--- src/rtl/pipelined_cla_adder.sv ---
// Pipelined carry-look-ahead adder/subtractor: one DATA_WID/STAGES-bit segment per stage, valid/ready flow.
// Define CLA_OVF_EN to add the registered signed-overflow output port.
module pipelined_cla_adder #(
  parameter int DATA_WID  = 16,
  parameter int STAGES    = 4,
  parameter int BLOCK_WID = 4
) (
  input  logic                clk,
  input  logic                rst,
  input  logic                in_valid,
  output logic                in_ready,
  input  logic [DATA_WID-1:0] in1,
  input  logic [DATA_WID-1:0] in2,
  input  logic                carry_in,
  input  logic                sub,
  output logic                out_valid,
  input  logic                out_ready,
  output logic [DATA_WID-1:0] sum,
`ifdef CLA_OVF_EN
  output logic                overflow,
`endif
  output logic                carry_out
);

  localparam int SEG  = DATA_WID / STAGES;
  localparam int NBLK = SEG / BLOCK_WID;

  // Carry into bit j of a look-ahead group, written as a flat sum of products.
  function automatic logic la_carry(input logic [BLOCK_WID-1:0] p,
                                    input logic [BLOCK_WID-1:0] g,
                                    input logic                 cin,
                                    input int                   j);
    logic c;
    logic pp;
    c  = 1'b0;
    pp = 1'b1;
    for (int i = BLOCK_WID - 1; i >= 0; i--) begin
      if (i < j) begin
        c  = c | (pp & g[i]);
        pp = pp & p[i];
      end
    end
    return c | (pp & cin);
  endfunction

  // One segment: groups resolve internally, group carries chain via group generate/propagate.
  function automatic logic [SEG:0] seg_add(input logic [SEG-1:0] a,
                                           input logic [SEG-1:0] b,
                                           input logic           cin);
    logic [SEG-1:0]       s;
    logic [BLOCK_WID-1:0] p;
    logic [BLOCK_WID-1:0] g;
    logic                 c;
    s = '0;
    c = cin;
    for (int k = 0; k < NBLK; k++) begin
      p = a[k*BLOCK_WID +: BLOCK_WID] ^ b[k*BLOCK_WID +: BLOCK_WID];
      g = a[k*BLOCK_WID +: BLOCK_WID] & b[k*BLOCK_WID +: BLOCK_WID];
      for (int j = 0; j < BLOCK_WID; j++) begin
        s[k*BLOCK_WID + j] = p[j] ^ la_carry(p, g, c, j);
      end
      c = la_carry(p, g, c, BLOCK_WID);
    end
    return {c, s};
  endfunction

  logic [STAGES-1:0] vld;
  logic [STAGES:0]   vchain;
  logic [STAGES:0]   en;

  assign vchain = {vld, in_valid};

  // A stage may load if it is empty or its successor loads; this collapses bubbles.
  always_comb begin
    en[STAGES] = out_ready;
    for (int k = STAGES - 1; k >= 0; k--) begin
      en[k] = ~vld[k] | en[k+1];
    end
  end

  // NOTE: sequential state uses non-blocking assignments so every register samples pre-edge values.
  always_ff @(posedge clk or posedge rst) begin
    if (rst) begin
      vld <= '0;
    end else begin
      for (int k = 0; k < STAGES; k++) begin
        if (en[k]) vld[k] <= vchain[k];
      end
    end
  end

  for (genvar k = 0; k < STAGES; k++) begin : g_stage
    localparam int LO = k * SEG;

    logic [DATA_WID-1:0] a_in;
    logic [DATA_WID-1:0] b_in;
    logic                c_in;
    logic [DATA_WID-1:0] acc_nx;
    logic [SEG:0]        res;
    logic [DATA_WID-1:0] acc_q;
    logic [DATA_WID-1:0] bop_q;
    logic                cy_q;

    // acc carries finished sum bits below the current segment and raw A bits above it.
    if (k == 0) begin : g_src
      assign a_in = in1;
      assign b_in = in2 ^ {DATA_WID{sub}};
      assign c_in = carry_in ^ sub;
    end else begin : g_src
      assign a_in = g_stage[k-1].acc_q;
      assign b_in = g_stage[k-1].bop_q;
      assign c_in = g_stage[k-1].cy_q;
    end

    always_comb begin
      // NOTE: every output of this block gets a full default first so no latch is inferred.
      acc_nx            = a_in;
      res               = seg_add(a_in[LO +: SEG], b_in[LO +: SEG], c_in);
      acc_nx[LO +: SEG] = res[SEG-1:0];
    end

    // NOTE: datapath registers are reset too, so no stale partial result is visible after rst.
    always_ff @(posedge clk or posedge rst) begin
      if (rst) begin
        acc_q <= '0;
        bop_q <= '0;
        cy_q  <= 1'b0;
      end else if (en[k] && vchain[k]) begin
        acc_q <= acc_nx;
        bop_q <= b_in;
        cy_q  <= res[SEG];
      end
    end
  end

  assign in_ready  = en[0];
  assign out_valid = vld[STAGES-1];
  assign sum       = g_stage[STAGES-1].acc_q;
  assign carry_out = g_stage[STAGES-1].cy_q;

`ifdef CLA_OVF_EN
  logic ovf_q;

  // Carry into the MSB is recovered as a ^ b ^ s at that bit.
  always_ff @(posedge clk or posedge rst) begin
    if (rst) begin
      ovf_q <= 1'b0;
    end else if (en[STAGES-1] && vchain[STAGES-1]) begin
      ovf_q <= g_stage[STAGES-1].a_in[DATA_WID-1] ^ g_stage[STAGES-1].b_in[DATA_WID-1] ^
               g_stage[STAGES-1].acc_nx[DATA_WID-1] ^ g_stage[STAGES-1].res[SEG];
    end
  end

  assign overflow = ovf_q;
`endif

endmodule
--- config.mk ---
export PLATFORM = sky130hd
export DESIGN_NAME = pipelined_cla_adder
export DESIGN_NICKNAME = d
export VERILOG_FILES = /design/src/rtl/pipelined_cla_adder.sv
export SDC_FILE = /design/constraint.sdc
export NUM_CORES = 1
export LEC_CHECK = 0
export ABC_AREA = 1
export CAP_MARGIN = 25
export CORE_MARGIN = 2
export CORE_UTILIZATION = 50
export CTS_CLUSTER_SIZE = 28
export DETAILED_ROUTE_END_ITERATION = 6
export GPL_TIMING_DRIVEN = 0
export MAX_ROUTING_LAYER = met4
export PLACE_DENSITY = 0.84
export SLEW_MARGIN = 20
export SYNTH_ARGS = -nofsm -noshare
export SYNTH_HDL_FRONTEND = slang
export SYNTH_SLANG_ARGS = --single-unit
--- constraint.sdc ---
create_clock -name clk -period 3.1 [get_ports clk]
set_input_delay 0.62 -clock clk [delete_from_list [all_inputs] [get_ports clk]]
set_output_delay 0.62 -clock clk [all_outputs]
set_load 0.005 [all_outputs]
==> results.md <==
* Mapped Area at 4540 µm²
* Max-cap viol count at 0
* Synth Register Bits at 96
* TritonCTS clock tree: yes
* Synth Net Count at 578
* Number of global-route vias before repair at 3409
* RR Startpoint: g_stage[2].acc_q[14]
* F_max at approximately 400 MHz
* Sequential share of the synthesized area at 0.530
* Hold Crit Start: sum[1]
* Final Max Slew Viols at 0
* Most common cell after layout, fill and taps aside: nand2_1
* Peak supply drop at 0.300 mV
* RSZ-0062 raised after global routing: false
* Worst clock skew at roughly 7.6 ps
* # IOs at 57
* Final Hold Viols at 0
* Startpoint Class: primary input
* Number of buffers created by CTS at 9
* Final cell count without fillers at between 600 and 700
* Post-Syn Instances at 520
* Drt initial violations at 100
* DR WL/cell at 12.2 µm
* Initial Util at 0.518
* Status: completed
* CP Capture Type: output pin
* TNS Setup at 0 ps
* Post-route ant nets at 0
* DIE WIDTH at slightly below 100 µm
* Antenna violations before repair at 0
* Relative slew slack at 0.583
* Detailed Place HPWL at 6670 µm
* Tot Pwr at 0.00394 W
* Syn avg cell area at 8.72 µm²
* Vias per cell at 4.95
* DP Cell Count at 685
* Final setup violation count at 0
* H-tree levels at 3
* Most frequent cells in the layout: 221 x nand2_1, 96 x dfrtp_1, 55 x clkdlybuf4s50_1
* PortBufs at 55
* FP Rows at 34
* Gr usage total at 0.193
* PD cells at a little over 700 nW/µm²
* Leakage at approximately 2.8 nW
* Hold buffer count at cts at 0
* Layout cells sized above 1 at 0.0812
* Die Ht at 99.3 µm
* Post-route minimum period at 2540 ps
* Fin nets at 646
* Slew @ Worst Pin at 624 ps
* Sink Count at 96
* Largest net degree at the start of global routing at 36
* CORE AREA at between 8000 and 9000 µm²
* Clk_lat worst skew at 340 ps
* Clock-pin slew on the worst setup and hold paths at 80 ps
* DRT Pass-1 Iters at 5
* Routed wire length at 8510 µm
* Die area at 9850 µm²
* Synth-to-Final Area Change at 19.5%
* Postcts setup bufs at 0
* Final Cycle Share at 0.819
* Endpoint arrival time on the critical path at 1920 ps
* Final worst slack at 562 ps
* Clk buf depth at 2
* WP data required at 2480 ps
* CP max FO at 3
* Total number of vias at roughly 3500
* Worst min path class: flop to flop
* First-pass GRT wire length at 14900 µm
* Post-Place Worst Slack at 563 ps
* Yosys warnings at 0
* # diodes at 0
* Crit path from: out_ready
* Remaining DRCs at 0
* Crit Path Category: primary input to output pin
* Placer congestion estimate at 0.825
* Post-CTS sizing at 0
* GR Overflow Total at 0
* CTS root buffer: clkbuf_8
* Synth cell types at 28
-- report_power, final --
part	internal, W	total (W)	switching, W
Sequential	0.00165	0.00189	0.000243
Clock	0.000305	0.000690	0.000385
Combinational	0.000648	0.00136	0.000710
-- per-layer routing --
metal / GRT usage / wire length (µm) / vias to the layer above
li1: - / - / 1758
met1: 0.239 / 3830 / 1616
met2: 0.325 / 4280 / 75
met4: 0.0706 / 93 / 0
met3: 0.0253 / 302 / 8
met5: - / 0 / -
-- area by class of cell --
| class | count | area (µm²) |
|---|---|---|
| Clock inverter | 1 | 5.00 |
| Inverter | 44 | 169 |
| Fill cell | 754 | 3340 |
| Sequential cell | 96 | 2400 |
| Buffer | 17 | 126 |
| Multi-Input combinational cell | 363 | 1840 |
| Timing Repair Buffer | 57 | 591 |
| Clock buffer | 13 | 149 |
| Tap cell | 108 | 135 |
-- final timing paths --
kind / endpoint / cells after the start / slack [ps]
max in group asynchronous: g_stage[1].acc_q[1] / 3 / 1840
hold / removal: sum[1] / 2 / 470
setup / recovery: in_ready / 4 / 560
setup reg to reg: sum[15] / 6 / 1640
min in group asynchronous: sum[10] / 2 / 690
hold reg to reg: sum[1] / 2 / 470
-- metrics by stage --
stage	utilization	hold slack [ps]	instance area, µm²
global route	0.619	504	5420
finish	0.619	474	5420
CTS	0.619	479	5420
detailed placement	0.601	459	5270
floorplan	-	442	4540
global placement	0.596	456	5230
-- critical path, cell delays in order --
cell	delay, ps
clkdlybuf4s50_1	480
nor2_4	180
nand4_2	150
clkdlybuf4s50_1	480
-- flip-flops by register name, indices dropped and copies added (netlist names) --
register       cells
vld                4
g_stage.cy_q       3
carry_out          1
g_stage.acc_q     48
g_stage.bop_q     24
sum               16
-- logic make-up (layout without fill, tap and decap cells) --
group	count (synthesis)	after routing	synth area share
buffers and inverters	61	132	0.0643
AND/OR/NAND/NOR	271	271	0.247
XOR/XNOR	20	20	0.0386
adder cells (fa/ha/maj)	20	20	0.0618
AO/OA/AOI/OAI	52	52	0.0590
flip-flops	96	96	0.530
-- Yosys cell counts (all sizes together) --
| master | number | area share |
|---|---|---|
| a21oi | 4 | 0.0044 |
| a22oi | 1 | 0.0017 |
| a31oi | 1 | 0.0014 |
| buf | 17 | 0.028 |
| dfrtp | 96 | 0.53 |
| fa | 4 | 0.018 |
| ha | 16 | 0.044 |
| inv | 44 | 0.036 |
| nand2 | 224 | 0.19 |
| nand3 | 16 | 0.018 |
| nand3b | 2 | 0.0033 |
| nand4 | 6 | 0.011 |
| nor2 | 19 | 0.021 |
| o21ai | 44 | 0.049 |
| o21bai | 1 | 0.0017 |
| o22ai | 1 | 0.0014 |
| or2 | 4 | 0.0055 |
| xnor2 | 13 | 0.025 |
| xor2 | 7 | 0.014 |
Power figures use the tool's default switching activity.
==> patch (config.mk and constraints unchanged) <==
Add a define of `CLA_OVF_EN`.
--- a/src/rtl/pipelined_cla_adder.sv
+++ b/src/rtl/pipelined_cla_adder.sv
@@ -1,4 +1,6 @@
 // Pipelined carry-look-ahead adder/subtractor: one DATA_WID/STAGES-bit segment per stage, valid/ready flow.
 // Define CLA_OVF_EN to add the registered signed-overflow output port.
+`define CLA_OVF_EN
+
 module pipelined_cla_adder #(
   parameter int DATA_WID  = 16,
Function (old outputs only; new: overflow): kept (equiv_simple and equiv_induct, registers matched by name and starting in step).
==> patch against the original RTL <==
Power increased by 18%; setup slack worse by 0.067 ns; hold slack better by 0.00096 ns; area after synthesis shrank 0.22%; final cell count rose by 1.4%; sequential cell count rose by 1; final area grew 1.7%; utilization increased by 1.1 points; wire length up 8.1%; sequential power rose by 6%; maximum frequency down 2.6%; via count grew 2.4%; critical endpoint unchanged; largest cell class unchanged; highest routed layer unchanged.
==> patch: results (changes against the original RTL) <==
grt_max_degree: 33  # -8.3%
portBuffers: 56  # +1.8%
total_leakage_power_nw: 2.83  # +2.3%
synth.area.top_cells: "dfrtp_1 54%, nand2_1 19%, ha_1 4.4%"
clk_latency_ns: 0.37  # +0.03 ns
critPathMaxFanout: 4  # +1
ys_top_cells_by_count: "233 x nand2_1, 97 x dfrtp_1, 33 x inv_1, 25 x o21ai_0, 24 x nand3_1"
min_path_type: "flop to flop"
syn_area_per_cell_um2: 8.61  # -1.4%
skew_ns: 0.00807  # +0.000498 ns
grt_usage_pct: 20.5  # +1.2 points
slowest_delay_ns: 0.50  # +0.02 ns
drt_pass1_iterations: 4  # -1
gp_congestion: 0.822  # -0.39%
tightest_slew_ns: 0.495  # -0.129 ns
antenna_cells: 0  # unchanged
dp_hpwl_um: 7000  # +5.1%
seq_area_frac_synth_pct: 53.6  # +0.67 points
syn-num-nets: 584  # +1.0%
h-tree-depth: 3  # unchanged
grt_first_pass_wirelength_um: 15700  # +5.3%
status: "completed"
cp.arrival_ns: 1.98  # +0.06 ns
via_per_inst: 4.99  # +0.93%
drt_iter0_drc: 166  # +66%
layout-drive-gt1-share_pct: 7.82  # -0.30 points
nNetsFinal: 654  # +1.2%
clk_pin_slew_worst_paths_ns: 0.10  # +0.02 ns
dp.cells: 693  # +1.2%
vias: 3539  # +2.4%
routed_wl_um: 9200  # +8.1%
switchingPower_mw: 1.71  # +28%
synth_cell_type_count: 27  # -3.6%
-- patch: cell families (layout without fill, tap and decap cells) --
group	Yosys count	in the layout	share of synthesized area, %
AO/OA/AOI/OAI	52	52	5.80
XOR/XNOR	20	20	3.87
adder cells (fa/ha/maj)	20	20	6.19
buffers and inverters	55	130	5.28
flip-flops	97	97	53.6
AND/OR/NAND/NOR	282	282	25.2
-- patch: worst paths after layout --
check	from	to	slack, ns	cells after the start
hold / removal	g_stage[0].acc_q[9]	g_stage[1].acc_q[9]	0.47	2
hold reg to reg	g_stage[0].acc_q[9]	g_stage[1].acc_q[9]	0.47	2
min in group asynchronous	rst	sum[14]	0.62	2
setup / recovery	out_ready	in_ready	0.50	4
max in group asynchronous	rst	g_stage[0].acc_q[5]	1.58	5
setup reg to reg	g_stage[2].acc_q[13]	overflow	1.53	7
-- patch: through the flow --
| stage | setup WS [ns] | area [um2] | power [mW] | hold slack, ns |
|---|---|---|---|---|
| after floorplan | 1.02 | 4530 | 3.12 | 0.442 |
| after global placement | 0.449 | 5230 | 3.64 | 0.455 |
| after detailed placement | 0.526 | 5290 | 3.76 | 0.458 |
| after CTS | 0.504 | 5510 | 4.68 | 0.479 |
| after global routing | 0.454 | 5510 | 5.02 | 0.503 |
| final | 0.495 | 5510 | 4.66 | 0.475 |
-- patch: worst min-delay path, cell delays in order, from the launching register on --
cell and delay, ns:
dfrtp_1 0.35, nand2_1 0.05, nand2_1 0.05
-- patch: final cells by class --
cell class | instances | area [um2]
clock inverters | 6 | 91.3
clock buffers | 10 | 128
well taps | 108 | 135
plain buffers | 17 | 96.3
inverters | 38 | 146
fillers | 741 | 3250
flip-flops and latches | 97 | 2430
multi-input cells | 374 | 1860
repair buffers | 59 | 628
-- patch: power by group through the flow --
stage	sequential, mW	combinational, mW	clock (mW)
final	2.00	1.75	0.906
after global routing	2.05	2.00	0.966
after CTS	2.00	1.77	0.913
after detailed placement	2.02	1.74	0
after global placement	1.99	1.64	0
after floorplan	1.95	1.17	0
-- patch: metal layers --
layer	GRT usage [%]	share of wire (%)	routed length [um]	vias up
met1	24.9	45	4140	1647
met5	-	0	0	-
met2	35.1	50	4570	88
met4	7.59	1.6	146	0
li1	-	-	-	1791
met3	2.67	3.8	349	13
